**config.mk**
```make
export PLATFORM = sky130hd
export DESIGN_NAME = multicycle_control_unit_flat
export DESIGN_NICKNAME = d
export VERILOG_FILES = /design/src/rtl/cu_pkg.sv /design/src/rtl/multicycle_control_unit_if.sv /design/src/rtl/cu_opcode_decoder.sv /design/src/rtl/multicycle_control_unit.sv /design/src/flat_wrapper.sv
export SDC_FILE = /design/constraint.sdc
export NUM_CORES = 1
export LEC_CHECK = 0
export CAP_MARGIN = 25
export CORE_ASPECT_RATIO = 1.5
export CORE_MARGIN = 2
export CORE_UTILIZATION = 36
export CTS_CLUSTER_DIAMETER = 120
export CTS_CLUSTER_SIZE = 30
export DETAILED_ROUTE_END_ITERATION = 16
export PLACE_DENSITY = 0.77
export RECOVER_POWER = 25
export SLEW_MARGIN = 0
export SYNTH_ARGS = -nofsm -noshare
export SYNTH_HDL_FRONTEND = slang
export SYNTH_HIERARCHICAL = 1
export SYNTH_SLANG_ARGS = --single-unit
```
**constraint.sdc**
```tcl
create_clock -name clk -period 1.65 [get_ports clk]
set_input_delay 0.165 -clock clk [delete_from_list [all_inputs] [get_ports clk]]
set_output_delay 0.165 -clock clk [all_outputs]
set_load 0.02 [all_outputs]
```
**src/rtl/cu_pkg.sv**
```systemverilog
// Shared definitions for the multicycle control unit: opcodes, FSM states,
// instruction classes and the registered control payload.
package cu_pkg;

  localparam int unsigned ALU_OP_WIDTH = 4;
  localparam int unsigned STATE_WIDTH  = 3;
  localparam int unsigned WB_SRC_WIDTH = 2;

  localparam logic [3:0] OP_ADD  = 4'h0;
  localparam logic [3:0] OP_ADDI = 4'h1;
  localparam logic [3:0] OP_SUB  = 4'h2;
  localparam logic [3:0] OP_AND  = 4'h3;
  localparam logic [3:0] OP_OR   = 4'h4;
  localparam logic [3:0] OP_XOR  = 4'h5;
  localparam logic [3:0] OP_LI   = 4'h6;
  localparam logic [3:0] OP_L    = 4'h7;
  localparam logic [3:0] OP_ST   = 4'h8;
  localparam logic [3:0] OP_JMP  = 4'h9;
  localparam logic [3:0] OP_BRZ  = 4'hA;
  localparam logic [3:0] OP_BRNZ = 4'hB;
  localparam logic [3:0] OP_BRNS = 4'hC;
  localparam logic [3:0] OP_SHL  = 4'hD;
  localparam logic [3:0] OP_SHR  = 4'hE;
  localparam logic [3:0] OP_CMP  = 4'hF;

  localparam logic [1:0] SRC_ALU = 2'b00;
  localparam logic [1:0] SRC_MEM = 2'b01;
  localparam logic [1:0] SRC_PC1 = 2'b10;

  typedef enum logic [2:0] {
    ST_FETCH     = 3'd0,
    ST_DECODE    = 3'd1,
    ST_EXECUTE   = 3'd2,
    ST_MEM       = 3'd3,
    ST_WRITEBACK = 3'd4
  } state_e;

  typedef enum logic [2:0] {
    CLS_ALU    = 3'd0,
    CLS_ALUI   = 3'd1,
    CLS_LI     = 3'd2,
    CLS_CMP    = 3'd3,
    CLS_BRANCH = 3'd4,
    CLS_LOAD   = 3'd5,
    CLS_STORE  = 3'd6
  } instr_class_e;

  typedef struct packed {
    logic                    dmem_req;
    logic                    mem_read;
    logic                    mem_write;
    logic                    reg_write;
    logic [WB_SRC_WIDTH-1:0] reg_write_src;
    logic [ALU_OP_WIDTH-1:0] alu_operation;
    logic                    alu_src;
    logic                    flag_write;
  } ctrl_t;

endpackage

```
**src/rtl/multicycle_control_unit_if.sv**
```systemverilog
// Memory handshakes, flag inputs and datapath control strobes of the control unit.
interface multicycle_control_unit_if #(
  parameter int unsigned INSTR_WIDTH = 16,
  parameter int unsigned PC_WIDTH    = 16
);
  logic                              imem_req;
  logic                              imem_ready;
  logic [INSTR_WIDTH-1:0]            imem_rdata;
  logic                              dmem_req;
  logic                              dmem_ready;
  logic                              zero_flag;
  logic                              sign_flag;
  logic                              pc_write;
  logic                              pc_src;
  logic [INSTR_WIDTH-1:0]            instr;
  logic                              reg_write;
  logic [cu_pkg::WB_SRC_WIDTH-1:0]   reg_write_src;
  logic                              mem_read;
  logic                              mem_write;
  logic [cu_pkg::ALU_OP_WIDTH-1:0]   alu_operation;
  logic                              alu_src;
  logic                              flag_write;
  logic [PC_WIDTH-1:0]               branch_offset;
  logic [cu_pkg::STATE_WIDTH-1:0]    state;

  modport master (
    output imem_req, dmem_req, pc_write, pc_src, instr, reg_write, reg_write_src,
           mem_read, mem_write, alu_operation, alu_src, flag_write, branch_offset, state,
    input  imem_ready, imem_rdata, dmem_ready, zero_flag, sign_flag
  );

  modport slave (
    input  imem_req, dmem_req, pc_write, pc_src, instr, reg_write, reg_write_src,
           mem_read, mem_write, alu_operation, alu_src, flag_write, branch_offset, state,
    output imem_ready, imem_rdata, dmem_ready, zero_flag, sign_flag
  );
endinterface

```
**src/rtl/cu_opcode_decoder.sv**
```systemverilog
// Maps an opcode to its instruction class and the ALU operation it needs.
module cu_opcode_decoder
  import cu_pkg::*;
(
  input  logic [3:0]              opcode,
  output instr_class_e            iclass_c,
  output logic [ALU_OP_WIDTH-1:0] alu_op_c
);

  always_comb begin
    iclass_c = CLS_BRANCH;
    alu_op_c = OP_ADD;
    case (opcode)
      OP_ADD, OP_SUB, OP_AND, OP_OR, OP_XOR, OP_SHL, OP_SHR: begin
        iclass_c = CLS_ALU;
        alu_op_c = opcode;
      end
      OP_ADDI: iclass_c = CLS_ALUI;
      OP_LI:   iclass_c = CLS_LI;
      OP_CMP: begin
        iclass_c = CLS_CMP;
        alu_op_c = OP_SUB;
      end
      OP_L:    iclass_c = CLS_LOAD;
      OP_ST:   iclass_c = CLS_STORE;
      default: iclass_c = CLS_BRANCH;
    endcase
  end

endmodule

```
**src/rtl/multicycle_control_unit.sv**
```systemverilog
// Multicycle control unit: IR plus FETCH/DECODE/EXECUTE/MEM/WRITEBACK sequencer.
// Define CU_PERF_CNT_EN to add the retired-instruction and cycle counters.
module multicycle_control_unit
  import cu_pkg::*;
#(
  parameter int unsigned INSTR_WIDTH  = 16,
  parameter int unsigned OPCODE_WIDTH = 4,
  parameter int unsigned OFFSET_WIDTH = 12,
  parameter int unsigned PC_WIDTH     = 16
`ifdef CU_PERF_CNT_EN
  , parameter int unsigned CNT_WIDTH  = 32
`endif
) (
  input  logic                   clk,
  input  logic                   reset,
  multicycle_control_unit_if.master bus
`ifdef CU_PERF_CNT_EN
  , output logic [CNT_WIDTH-1:0] retired_cnt
  , output logic [CNT_WIDTH-1:0] cycle_cnt
`endif
);

  state_e                  state_q, state_d;
  logic [INSTR_WIDTH-1:0]  ir_q, ir_d;
  ctrl_t                   ctrl_q, ctrl_d;
  logic [3:0]              opcode;
  instr_class_e            iclass;
  logic [ALU_OP_WIDTH-1:0] dec_alu_op;
  logic                    taken;
  logic                    branch_taken;

  assign opcode = 4'(ir_q[INSTR_WIDTH-1 -: OPCODE_WIDTH]);

  cu_opcode_decoder u_opcode_decoder (
    .opcode   (opcode),
    .iclass_c (iclass),
    .alu_op_c (dec_alu_op)
  );

  // Flags are read live so a CMP retired earlier is always visible here.
  assign taken = (opcode == OP_JMP)
               | ((opcode == OP_BRZ)  &  bus.zero_flag)
               | ((opcode == OP_BRNZ) & ~bus.zero_flag)
               | ((opcode == OP_BRNS) &  bus.sign_flag);
  assign branch_taken = (state_q == ST_EXECUTE) & (iclass == CLS_BRANCH) & taken;

  always_comb begin
    state_d = state_q;
    ir_d    = ir_q;
    ctrl_d  = '0;
    case (state_q)
      ST_FETCH: begin
        if (bus.imem_ready) begin
          ir_d    = bus.imem_rdata;
          state_d = ST_DECODE;
        end
      end
      ST_DECODE:    state_d = (iclass == CLS_LOAD || iclass == CLS_STORE) ? ST_MEM : ST_EXECUTE;
      ST_EXECUTE:   state_d = ST_FETCH;
      ST_MEM: begin
        if (bus.dmem_ready) state_d = (iclass == CLS_LOAD) ? ST_WRITEBACK : ST_FETCH;
      end
      ST_WRITEBACK: state_d = ST_FETCH;
      default:      state_d = ST_FETCH;
    endcase

    // Registered strobes are decoded from the state being entered.
    case (state_d)
      ST_EXECUTE: begin
        case (iclass)
          CLS_ALU, CLS_ALUI, CLS_LI: begin
            ctrl_d.alu_operation = dec_alu_op;
            ctrl_d.alu_src       = (iclass != CLS_ALU);
            ctrl_d.reg_write     = 1'b1;
            ctrl_d.flag_write    = (iclass != CLS_LI);
          end
          CLS_CMP: begin
            ctrl_d.alu_operation = dec_alu_op;
            ctrl_d.flag_write    = 1'b1;
          end
          default: ;
        endcase
      end
      ST_MEM: begin
        ctrl_d.alu_operation = OP_ADD;
        ctrl_d.alu_src       = 1'b1;
        ctrl_d.dmem_req      = 1'b1;
        ctrl_d.mem_read      = (iclass == CLS_LOAD);
        ctrl_d.mem_write     = (iclass == CLS_STORE);
      end
      ST_WRITEBACK: begin
        ctrl_d.reg_write     = 1'b1;
        ctrl_d.reg_write_src = SRC_MEM;
      end
      default: ;
    endcase
  end

  always_ff @(posedge clk or posedge reset) begin
    if (reset) begin
      state_q <= ST_FETCH;
      ir_q    <= '0;
      ctrl_q  <= '0;
    end else begin
      state_q <= state_d;
      ir_q    <= ir_d;
      ctrl_q  <= ctrl_d;
    end
  end

  // PC load must coincide with the accepting edge, so these follow the inputs.
  assign bus.imem_req = ~reset & (state_q == ST_FETCH);
  assign bus.pc_write = ~reset & (((state_q == ST_FETCH) & bus.imem_ready) | branch_taken);
  assign bus.pc_src   = ~reset & branch_taken;

  assign bus.dmem_req      = ctrl_q.dmem_req;
  assign bus.mem_read      = ctrl_q.mem_read;
  assign bus.mem_write     = ctrl_q.mem_write;
  assign bus.reg_write     = ctrl_q.reg_write;
  assign bus.reg_write_src = ctrl_q.reg_write_src;
  assign bus.alu_operation = ctrl_q.alu_operation;
  assign bus.alu_src       = ctrl_q.alu_src;
  assign bus.flag_write    = ctrl_q.flag_write;
  assign bus.instr         = ir_q;
  assign bus.state         = STATE_WIDTH'(state_q);
  assign bus.branch_offset = PC_WIDTH'($signed(ir_q[OFFSET_WIDTH-1:0]));

`ifdef CU_PERF_CNT_EN
  logic                 retire;
  logic [CNT_WIDTH-1:0] retired_q, retired_d, cycle_q, cycle_d;

  // An instruction retires on the last cycle it occupies.
  always_comb begin
    retire    = (state_q == ST_EXECUTE) | (state_q == ST_WRITEBACK)
              | ((state_q == ST_MEM) & (iclass == CLS_STORE) & bus.dmem_ready);
    retired_d = retired_q + CNT_WIDTH'(retire);
    cycle_d   = cycle_q + CNT_WIDTH'(1);
  end

  always_ff @(posedge clk or posedge reset) begin
    if (reset) begin
      retired_q <= '0;
      cycle_q   <= '0;
    end else begin
      retired_q <= retired_d;
      cycle_q   <= cycle_d;
    end
  end

  assign retired_cnt = retired_q;
  assign cycle_cnt   = cycle_q;
`endif

endmodule

```
**src/flat_wrapper.sv**
```systemverilog
// flat-port wrapper written by rule: the top's interface ports become plain ports
module multicycle_control_unit_flat import cu_pkg::*;
#(
  parameter int unsigned INSTR_WIDTH  = 16,
  parameter int unsigned OPCODE_WIDTH = 4,
  parameter int unsigned OFFSET_WIDTH = 12,
  parameter int unsigned PC_WIDTH     = 16

)
  (clk, reset, bus_imem_req, bus_dmem_req, bus_pc_write, bus_pc_src, bus_instr, bus_reg_write, bus_reg_write_src, bus_mem_read, bus_mem_write, bus_alu_operation, bus_alu_src, bus_flag_write, bus_branch_offset, bus_state, bus_imem_ready, bus_imem_rdata, bus_dmem_ready, bus_zero_flag, bus_sign_flag);
  multicycle_control_unit_if #(.INSTR_WIDTH(INSTR_WIDTH), .PC_WIDTH(PC_WIDTH)) bus_i ();
  input  logic clk;
  input  logic reset;
  output wire logic [$bits(bus_i.imem_req)-1:0] bus_imem_req;
  output wire logic [$bits(bus_i.dmem_req)-1:0] bus_dmem_req;
  output wire logic [$bits(bus_i.pc_write)-1:0] bus_pc_write;
  output wire logic [$bits(bus_i.pc_src)-1:0] bus_pc_src;
  output wire logic [$bits(bus_i.instr)-1:0] bus_instr;
  output wire logic [$bits(bus_i.reg_write)-1:0] bus_reg_write;
  output wire logic [$bits(bus_i.reg_write_src)-1:0] bus_reg_write_src;
  output wire logic [$bits(bus_i.mem_read)-1:0] bus_mem_read;
  output wire logic [$bits(bus_i.mem_write)-1:0] bus_mem_write;
  output wire logic [$bits(bus_i.alu_operation)-1:0] bus_alu_operation;
  output wire logic [$bits(bus_i.alu_src)-1:0] bus_alu_src;
  output wire logic [$bits(bus_i.flag_write)-1:0] bus_flag_write;
  output wire logic [$bits(bus_i.branch_offset)-1:0] bus_branch_offset;
  output wire logic [$bits(bus_i.state)-1:0] bus_state;
  input wire logic [$bits(bus_i.imem_ready)-1:0] bus_imem_ready;
  input wire logic [$bits(bus_i.imem_rdata)-1:0] bus_imem_rdata;
  input wire logic [$bits(bus_i.dmem_ready)-1:0] bus_dmem_ready;
  input wire logic [$bits(bus_i.zero_flag)-1:0] bus_zero_flag;
  input wire logic [$bits(bus_i.sign_flag)-1:0] bus_sign_flag;
  assign bus_imem_req = bus_i.imem_req;
  assign bus_dmem_req = bus_i.dmem_req;
  assign bus_pc_write = bus_i.pc_write;
  assign bus_pc_src = bus_i.pc_src;
  assign bus_instr = bus_i.instr;
  assign bus_reg_write = bus_i.reg_write;
  assign bus_reg_write_src = bus_i.reg_write_src;
  assign bus_mem_read = bus_i.mem_read;
  assign bus_mem_write = bus_i.mem_write;
  assign bus_alu_operation = bus_i.alu_operation;
  assign bus_alu_src = bus_i.alu_src;
  assign bus_flag_write = bus_i.flag_write;
  assign bus_branch_offset = bus_i.branch_offset;
  assign bus_state = bus_i.state;
  assign bus_i.imem_ready = bus_imem_ready;
  assign bus_i.imem_rdata = bus_imem_rdata;
  assign bus_i.dmem_ready = bus_dmem_ready;
  assign bus_i.zero_flag = bus_zero_flag;
  assign bus_i.sign_flag = bus_sign_flag;
  multicycle_control_unit #(.INSTR_WIDTH(INSTR_WIDTH), .OPCODE_WIDTH(OPCODE_WIDTH), .OFFSET_WIDTH(OFFSET_WIDTH), .PC_WIDTH(PC_WIDTH)) u_core (.clk(clk), .reset(reset), .bus(bus_i));
endmodule
```
==> flow_metrics.py, run 1 <==
metrics = {
    "floorplanning": {
        "die_h_um": 82.7,
        "ios": 72,
        "start_util_pct": 37.6,
        "core-area_um2": 3960,
        "die_area_um2": 4670,
        "die_x_um": 56.5,
        "num_rows": 28,
    },
    "job": {
        "maxCapViolCount": 0,
    },
    "grt": {
        "grt_pass1_vias": 1302,
        "grt.overflow.total": 0,
        "grt_first_pass_wirelength_um": 6230,
        "antenna_found_initial": 0,
        "grt_max_degree": 31,
        "grt_use_total_pct": 17.5,
    },
    "finish": {
        "nFillCells": 289,
        "largest_reg_flops": 16,
        "nets": 232,
        "n_antenna_cell": 0,
        "final_cells": 256,
        "area_growth_syn_to_layout_pct": 70.1,
        "utilization_pct": 63.9,
        "final_layout_size_suffix_gt1_share_pct": 38.4,
    },
    "clock_network": {
        "clk_path_buf_depth": 2,
        "clkLatencyLatePin_ns": 0.27,
        "numCtsBuffers": 5,
        "cts_sinks": 30,
        "clkTransAtPathRegs_ns": 0.06,
        "root_buffer": "clkbuf_8",
        "htreeDepth": 2,
        "hold_buffers": 0,
        "cts_tree": "done",
    },
    "synth": {
        "syn-num-nets": 148,
        "syn_area_um2": 1490,
        "synthFlopType": "dfrtp_1",
        "avgSynthCellArea_um2": 11.8,
        "ys_types": 36,
        "synth-edff-count": 0,
        "synth_cells": 126,
        "synth-seq-area-share_pct": 50.5,
        "synth.yosys.warnings": 6,
        "async_reset_ff_share_pct": 100,
        "ys_ff_latch": 30,
    },
    "drt": {
        "drcViolationCount": 0,
        "wirelength_um": 3840,
        "viasPerCell": 4.92,
        "final_antenna_net_count": 0,
        "drtPass1Iterations": 5,
        "wire_per_inst_um": 15.0,
        "num_vias": 1259,
        "initialDrtViolationCount": 42,
    },
    "critical_path": {
        "worst_ep_required_time_ns": 1.48,
        "start_kind": "flop",
        "cp.arrival_ns": 1.90,
        "cp_slowest_stage_delay_ns": 0.46,
        "critPathSlowestCell": "dfrtp_2",
        "rrSetupSlack_ns": -0.12,
        "r2r-end": "u_core/bus.state[0]$_DFF_PP0_",
        "reg2reg_from": "u_core/bus.instr[14]$_DFFE_PP0P_",
        "endpoint_kind": "primary output",
        "crit_type": "reg2out",
        "path_max_fanout": 5,
        "reg2reg_depth": 7,
        "path_cells": "nand2b_4, mux2_4, o22ai_4, nor2b_4, nand4b_1, buf_4, nor3_4, buf_6",
    },
    "pwr": {
        "clockPowerShare_pct": 10.6,
        "p_int_mw": 3.34,
        "total_switching_power_mw": 2.26,
        "vdd_drop_max_mv": 1.48,
        "power.density_nw_per_um2": 2210,
        "pwr-share-comb_pct": 66.2,
        "seqPwrFrac_pct": 23.3,
        "swShare_pct": 40.4,
        "power.total_mw": 5.59,
        "p_leak_nw": 1.11,
    },
    "sta": {
        "hold_violations": 0,
        "report.final.slew_viol_count": 0,
        "finalCritPeriodShare_pct": 125,
        "finClkSkew_ns": 0.00655,
        "worst_slack_ns": -0.413,
        "rsz0062_at_grt": "yes",
        "worst_slew_pin_slew_ns": 0.723,
        "maxSlewHeadroom_pct": 51.8,
        "period_minus_slack_ns": 2.06,
        "finalSetupTns_ns": -0.940,
        "finalSetupViolCount": 7,
        "fmax_ghz": 0.485,
    },
    "min_path": {
        "hold_depth": 2,
        "min_from": "bus_imem_rdata[12]",
        "hold_end": "u_core/bus.instr[12]$_DFFE_PP0P_",
        "holdCritPathClass": "in2reg",
    },
    "place": {
        "portBuffers": 70,
        "gp_congestion": 0.789,
        "dp.cells": 243,
        "dp_hpwl_um": 2800,
    },
    "run_status": {
        "status": "finished, violations left",
        "failed_checks": "negative setup slack",
    },
}
## area by class of cell
type	count	area (um2)	area share [%]
tap	45	56.3	2.23
clock buffer	7	86.3	3.41
sequential	30	758	30.0
inverter	2	7.51	0.297
clock inverter	1	5.00	0.198
multi-input combinational	73	697	27.5
timing repair buffer	98	920	36.4
## cells in the final DEF, fill, tap and decap left out, types with 3 or more instances in the layout
cell type / count
nor2_1: 5
nor2b_1: 5
buf_6: 5
a21oi_1: 3
clkbuf_8: 6
nand2_1: 3
buf_4: 24
dfrtp_2: 6
clkdlybuf4s50_1: 62
and2_1: 5
dfrtp_1: 24
mux2_2: 16
## synth_stat cells (2+ instances only)
library cell,number,area (um2)
o21a_1,2,15.0
clkbuf_1,2,7.51
nor2_1,5,18.8
a21oi_1,3,15.0
and2_1,5,31.3
o21ai_0,2,10.0
nor2b_1,7,43.8
nand2b_1,2,12.5
mux2_2,16,180
nor4bb_1,2,20.0
dfrtp_1,30,751
xnor2_1,2,17.5
buf_4,17,128
nor3_1,3,15.0
nand2_1,5,18.8
inv_1,2,7.51
and3_1,2,12.5
## power groups by stage
stage | Sequential [mW] | Combinational [mW] | Clock, mW
2_1_floorplan | 1.67 | 1.61 | 0
3_3_place_gp | 1.27 | 3.25 | 0
3_5_place_dp | 1.31 | 3.31 | 0
4_1_cts | 1.31 | 3.50 | 0.613
5_1_grt | 1.36 | 3.91 | 0.643
6_report | 1.30 | 3.70 | 0.591
## worst max-delay path by stage
stage                                          start      endpoint  slack, ns
finish              u_core/bus.instr[14]$_DFFE_PP0P_    bus_pc_src      -0.41
CTS                 u_core/bus.instr[14]$_DFFE_PP0P_    bus_pc_src      -0.39
global placement                       bus_zero_flag  bus_pc_write      -0.62
detailed placement                     bus_zero_flag  bus_pc_write      -0.62
global route        u_core/bus.instr[12]$_DFFE_PP0P_    bus_pc_src      -0.49
floorplan           u_core/bus.instr[13]$_DFFE_PP0P_  bus_pc_write      -0.20
## worst max-delay path, delay by kind of cell, from the launching register on
family	cells	cell delay (ns)
DFF	1	0.46
and+or+nand+nor	4	0.42
buffers and inverters	2	0.30
muxes	1	0.28
AOI/OAI and AO/OA	1	0.17
## through the flow
step / hold WS, ns / cell area (um2) / worst slack (ns)
global route: 0.502 / 2530 / -0.486
detailed placement: 0.525 / 2300 / -0.618
global placement: 0.512 / 2300 / -0.624
finish: 0.502 / 2530 / -0.413
CTS: 0.334 / 2460 / -0.388
floorplan: 0.264 / 1540 / -0.200
## routing by layer
layer  track usage, %  up-vias  wire length, um
li1                 -      581                -
met1             17.0      607             1320
met2             33.7       64             2160
met3             3.27        7              260
met4             10.7        0               93
met5                0        -                0
## cells by family (layout without fill, tap and decap cells)
logic type | Yosys count | after routing | synth area share [%]
and+or+nand+nor | 39 | 39 | 16.7
buffers and inverters | 23 | 108 | 11.7
xor gates and xnor gates | 3 | 3 | 1.77
AOI/OAI and AO/OA | 13 | 13 | 6.06
other | 1 | 1 | 0.252
DFF | 30 | 30 | 50.5
muxes | 17 | 17 | 13.1
## what timing repair did
item	CTS	global route
cloned	0	0
pin swaps	4	8
endpoints found under the setup margin	7	32
resized for setup	25	14
buffers inserted	3	5
No activity file was read; power rests on OpenSTA's default activity.
==> run 2: changes to the inputs <==
Settings changed: SKIP_LAST_GASP set to 1.
==> run 2 against run 1 <==
Against the previous run:
- the flow still finishes with violations (negative setup slack)
- first-iteration DRC count decreased by 9.5%
- register-to-register slack hardly changed
- global-route usage shrank 0.15 points
- clock skew hardly changed
- clock power is 0.7% lower
- critical path depth unchanged
- utilization shrank 0.41 points
- setup slack got worse by 0.018 ns
- sequential cell count did not move
- combinational power decreased by 1%
- worst hold slack is essentially flat
- fmax is 0.89% lower
- critical endpoint unchanged
- largest power group unchanged
==> flow_metrics.py, run 2 (synthesis results as in run 1) <==
metrics = {
    "critical_path": {
        "worst_ep_required_time_ns": 1.48,
        "critPathSlowestCell": "dfrtp_2",
        "path_cells": "nand2b_4, mux2_4, o22ai_4, nor2b_4, nand4b_1, buf_4, nor3_4, buf_6",
        "crit_type": "reg2out",
        "start_kind": "flop",
        "cp.arrival_ns": 1.92,
        "path_delay_family": "flip-flops",
        "path_buf_inv": 2,
        "cp_slowest_stage_delay_ns": 0.46,
        "path_max_fanout": 5,
        "endpoint_kind": "primary output",
    },
    "finish": {
        "nFillCells": 294,
        "final_layout_size_suffix_gt1_share_pct": 37.3,
        "final_common_cell": "clkdlybuf4s50_1",
        "final_cells": 254,
        "n_antenna_cell": 0,
        "largest_reg_flops": 16,
        "final-seq-area_um2": 758,
        "nets": 230,
        "final_cell_mix": "62 x clkdlybuf4s50_1, 24 x dfrtp_1, 22 x buf_4",
        "multi_input_area_um2": 692,
        "area_growth_syn_to_layout_pct": 69.0,
    },
    "clock_network": {
        "root_buffer": "clkbuf_8",
        "numCtsBuffers": 5,
        "cts_sinks": 30,
        "clk_path_buf_depth": 2,
        "cts_tree": "done",
        "htreeDepth": 2,
        "clkLatencyLatePin_ns": 0.27,
        "clkTransAtPathRegs_ns": 0.06,
    },
    "grt": {
        "antenna_found_initial": 0,
        "met3_usage_pct": 3.27,
        "grt-busiest-layer": "met2",
        "grt_max_degree": 31,
        "grt.overflow.total": 0,
        "grt_use_met1_pct": 17.1,
        "grt_pass1_vias": 1292,
        "grt_first_pass_wirelength_um": 6190,
        "grt_use_total_pct": 17.3,
        "met2_usage_pct": 33.5,
    },
    "run_status": {
        "failed_checks": "negative setup slack",
        "status": "finished, violations left",
    },
    "pwr": {
        "power.total_mw": 5.55,
        "p_leak_nw": 1.11,
        "vdd_drop_max_mv": 1.48,
        "power.density_nw_per_um2": 2210,
    },
    "min_path": {
        "holdCritPathClass": "in2reg",
    },
    "sta": {
        "period_minus_slack_ns": 2.08,
        "finClkSkew_ns": 0.00637,
        "rsz0062_at_grt": "yes",
        "worst_slack_ns": -0.432,
        "worst_slew_pin_slew_ns": 0.744,
        "fmax_ghz": 0.480,
        "finalCritPeriodShare_pct": 126,
        "finalSetupTns_ns": -0.938,
        "maxSlewHeadroom_pct": 50.4,
        "timing.hold.ws_ns": 0.502,
        "finalSetupViolCount": 5,
        "hold_violations": 0,
        "report.final.slew_viol_count": 0,
    },
    "drt": {
        "wire_per_inst_um": 15.0,
        "num_vias": 1230,
        "viasPerCell": 4.84,
        "wirelength_um": 3820,
        "final_antenna_net_count": 0,
        "drtPass1Iterations": 4,
        "initialDrtViolationCount": 38,
        "drcViolationCount": 0,
    },
    "place": {
        "dp_hpwl_um": 2800,
        "portBuffers": 70,
        "gp_congestion": 0.789,
        "dp.cells": 243,
    },
    "floorplanning": {
        "die_x_um": 56.5,
        "die_h_um": 82.7,
        "core-area_um2": 3960,
        "die_area_um2": 4670,
        "ios": 72,
        "start_util_pct": 37.6,
        "num_rows": 28,
    },
    "job": {
        "maxCapViolCount": 0,
    },
}
==> run 2: cell types whose count changed in the layout (fill, tap and decap cells not counted), sizes merged <==
cell,before,now
buf,30,28
dlygate4sd2,2,1
dlymetal6s2s,2,3
==> run 2: per-stage QoR <==
step	area, um2	util (%)	setup slack (ns)
detailed placement	2300	58.1	-0.618
CTS	2460	62.1	-0.388
global route	2510	63.5	-0.507
floorplan	1540	-	-0.200
global placement	2300	58.1	-0.624
finish	2510	63.5	-0.432
==> run 2: layer usage <==
layer  routed length (um)  share of wire, %
met1                 1370                36
met2                 2170                57
met3                  238               6.2
met4                   40               1.0
met5                    0                 0
==> run 2: layout make-up <==
type,instances,area share [%]
Sequential cell,30,30.2
Clock inverter,1,0.199
Tap cell,45,2.24
Multi-Input combinational cell,73,27.5
Clock buffer,7,3.43
Timing Repair Buffer,96,36.1
Inverter,2,0.299
==> run 2: final timing paths <==
check	from	to	slack, ns	cells past startpoint
max	u_core/bus.instr[14]$_DFFE_PP0P_	bus_pc_src	-0.43	8
min	bus_imem_rdata[13]	u_core/bus.instr[13]$_DFFE_PP0P_	0.50	2
max reg2reg	u_core/bus.instr[14]$_DFFE_PP0P_	u_core/bus.state[0]$_DFF_PP0_	-0.13	7
min reg2reg	u_core/bus.instr[5]$_DFFE_PP0P_	u_core/bus.instr[5]$_DFFE_PP0P_	0.54	1
max in group asynchronous	reset	u_core/bus.state[1]$_DFF_PP0_	0.53	3
min in group asynchronous	reset	u_core/bus.instr[4]$_DFFE_PP0P_	0.61	3
==> run 2: where the power goes <==
part	leakage, nW	internal, mW	total (mW)	switching [mW]
registers	0.371	1.04	1.31	0.271
logic	0.687	1.94	3.65	1.72
clock network	0.0482	0.336	0.587	0.252
total	1.11	3.31	5.55	2.24
==> run 2: timing repair <==
action | in CTS | in global routing
setup endpoints to repair | 7 | 33
gates resized for setup | 23 | 15
hold buffers | 0 | 0
setup buffers | 3 | 3
pin swaps | 3 | 7
==> run 3: changes to the inputs <==
Settings changed: CORE_UTILIZATION 36 to 53, DONT_BUFFER_PORTS set to 1, PLACE_DENSITY 0.77 to 0.73, SLEW_MARGIN 0 to not set.
==> run 3 against run 2 <==
Against the previous run:
- the flow still finishes with violations (negative setup slack)
- via count shrank 20%
- combinational power shrank 39%
- global-route usage grew 2.5 points
- sequential power grew 34%
- first-iteration DRC count is 84% lower
- sequential share of layout area grew 11 points
- register-to-register slack better by 0.05 ns
- largest cell class is now sequential cells
- highest routed layer unchanged
==> flow_metrics.py, run 3 (synthesis results as in run 1) <==
metrics = {
    "grt": {
        "grt_pass1_vias": 1011,
        "antenna_found_initial": 0,
        "grt_use_total_pct": 19.9,
        "grt_max_degree": 31,
        "grt.overflow.total": 0,
        "grt_first_pass_wirelength_um": 4360,
    },
    "floorplanning": {
        "core-area_um2": 2680,
        "die_area_um2": 3260,
        "start_util_pct": 55.6,
        "ios": 72,
        "die_h_um": 68.9,
        "num_rows": 23,
        "die_x_um": 47.3,
    },
    "finish": {
        "final-seq-area_um2": 758,
        "utilization_pct": 69.4,
        "multi_input_area_um2": 706,
        "nFillCells": 190,
        "final_area_um2": 1860,
        "n_antenna_cell": 0,
        "nets": 164,
        "largest_reg_flops": 16,
        "final_cell_mix": "27 x buf_4, 24 x dfrtp_1, 16 x mux2_2",
        "final_layout_size_suffix_gt1_share_pct": 56.6,
        "final_cells": 180,
        "final_common_cell": "buf_4",
        "area_growth_syn_to_layout_pct": 24.8,
    },
    "drt": {
        "initialDrtViolationCount": 6,
        "viasPerCell": 5.45,
        "wirelength_um": 3000,
        "wire_per_inst_um": 16.7,
        "num_vias": 981,
        "final_antenna_net_count": 0,
        "drtPass1Iterations": 4,
        "drcViolationCount": 0,
    },
    "place": {
        "gp_congestion": 0.775,
        "portBuffers": 0,
        "dp_hpwl_um": 2140,
        "post_dp_cell_area_um2": 1600,
        "post-place-ws_ns": -0.133,
        "dp.cells": 167,
    },
    "clock_network": {
        "clkLatencyLatePin_ns": 0.28,
        "cts_sinks": 30,
        "cts_tree": "done",
        "htreeDepth": 2,
        "clkTransAtPathRegs_ns": 0.06,
        "root_buffer": "clkbuf_8",
        "clk_path_buf_depth": 2,
        "numCtsBuffers": 5,
    },
    "job": {
        "maxCapViolCount": 0,
    },
    "critical_path": {
        "crit_end": "bus_pc_write",
        "reg2reg_depth": 8,
        "path_max_fanout": 8,
        "start_kind": "flop",
        "crit_type": "reg2out",
        "critPathLaunch": "u_core/bus.instr[13]$_DFFE_PP0P_",
        "endpoint_kind": "primary output",
        "reg2reg_from": "u_core/bus.instr[15]$_DFFE_PP0P_",
        "r2r-end": "u_core/bus.alu_src$_DFF_PP0_",
        "cp.arrival_ns": 1.77,
        "worst_ep_required_time_ns": 1.48,
        "rrSetupSlack_ns": -0.08,
    },
    "pwr": {
        "power.density_nw_per_um2": 2510,
        "clockPowerShare_pct": 14.5,
        "p_int_mw": 2.58,
        "swShare_pct": 44.7,
        "total_switching_power_mw": 2.09,
        "vdd_drop_max_mv": 1.36,
        "power.total_mw": 4.67,
        "p_leak_nw": 0.833,
        "seqPwrFrac_pct": 37.6,
        "pwr-share-comb_pct": 47.8,
    },
    "sta": {
        "finClkSkew_ns": 0.00579,
        "hold_violations": 0,
        "period_minus_slack_ns": 1.93,
        "worst_slack_ns": -0.282,
        "worst_slew_pin_slew_ns": 0.727,
        "fmax_ghz": 0.518,
        "maxSlewHeadroom_pct": 51.5,
        "finalCritPeriodShare_pct": 117,
        "rsz0062_at_grt": "yes",
        "finalSetupViolCount": 8,
        "report.final.slew_viol_count": 0,
    },
    "min_path": {
        "holdCritPathClass": "in2reg",
    },
    "run_status": {
        "status": "finished, violations left",
        "failed_checks": "negative setup slack",
    },
}
## run 3: changes by cell type in the layout (fill, tap and decap cells not counted), moves of 2 or more
cell	previous run	this run
buf_4	22	27
buf_6	5	1
clkdlybuf4s50_1	62	0
dlymetal6s2s_1	3	0
clkbuf_8	6	8
nor4bb_1	2	0
## run 3: worst max-delay path, cell delays in order (launching register included)
cell and delay (ns):
dfrtp_2 0.48, o21ai_2 0.14, nand2_1 0.07, o21ai_2 0.07
nor2b_4 0.16, nand4b_1 0.12, buf_4 0.16, o31ai_4 0.29
## run 3: layout make-up
class                      instances  area share, %
clock buffer                       8           5.93
tap                               37           2.49
inverter                           2          0.404
sequential                        30           40.8
timing repair buffer              30           12.3
multi-input combinational         73           38.0
## run 3: worst min path at each step
stage / from / end / slack (ns) / cells after the start
2_1_floorplan: reset / u_core/bus.alu_operation[0]$_DFF_PP0_ / 0.26 / 1
3_3_place_gp: reset / u_core/bus.instr[10]$_DFFE_PP0P_ / 0.18 / 2
3_5_place_dp: reset / u_core/bus.instr[1]$_DFFE_PP0P_ / 0.17 / 2
4_1_cts: bus_imem_rdata[15] / u_core/bus.instr[15]$_DFFE_PP0P_ / 0.02 / 1
5_1_grt: bus_imem_rdata[0] / u_core/bus.instr[0]$_DFFE_PP0P_ / 0.02 / 1
6_report: bus_imem_rdata[15] / u_core/bus.instr[15]$_DFFE_PP0P_ / 0.03 / 1
## run 3: power by group through the flow
stage	combinational, mW	clock [mW]	sequential, mW
2_1_floorplan	1.61	0	1.67
3_3_place_gp	1.80	0	1.73
3_5_place_dp	1.86	0	1.75
4_1_cts	2.08	0.692	1.76
5_1_grt	2.39	0.727	1.83
6_report	2.23	0.677	1.76
## run 3: layer usage
metal	global-route usage, %	part of all wire, %
met1	16.4	33
met4	12.5	3.0
met5	0	0
met2	36.8	57
met3	7.29	6.9
## run 3: repair_timing
action,CTS,global route
resized for setup,11,7
pin swaps,5,6
hold endpoints to repair,30,0
setup buffers,3,2
hold buffers,1,0
setup endpoints to repair,7,12
## run 3: metrics by stage
stage	hold slack, ns	TNS [ns]
floorplan	0.264	-0.310
global placement	0.178	-0.206
detailed placement	0.175	-0.498
CTS	0.0239	-1.06
global route	0.0238	-1.64
finish	0.0300	-0.772
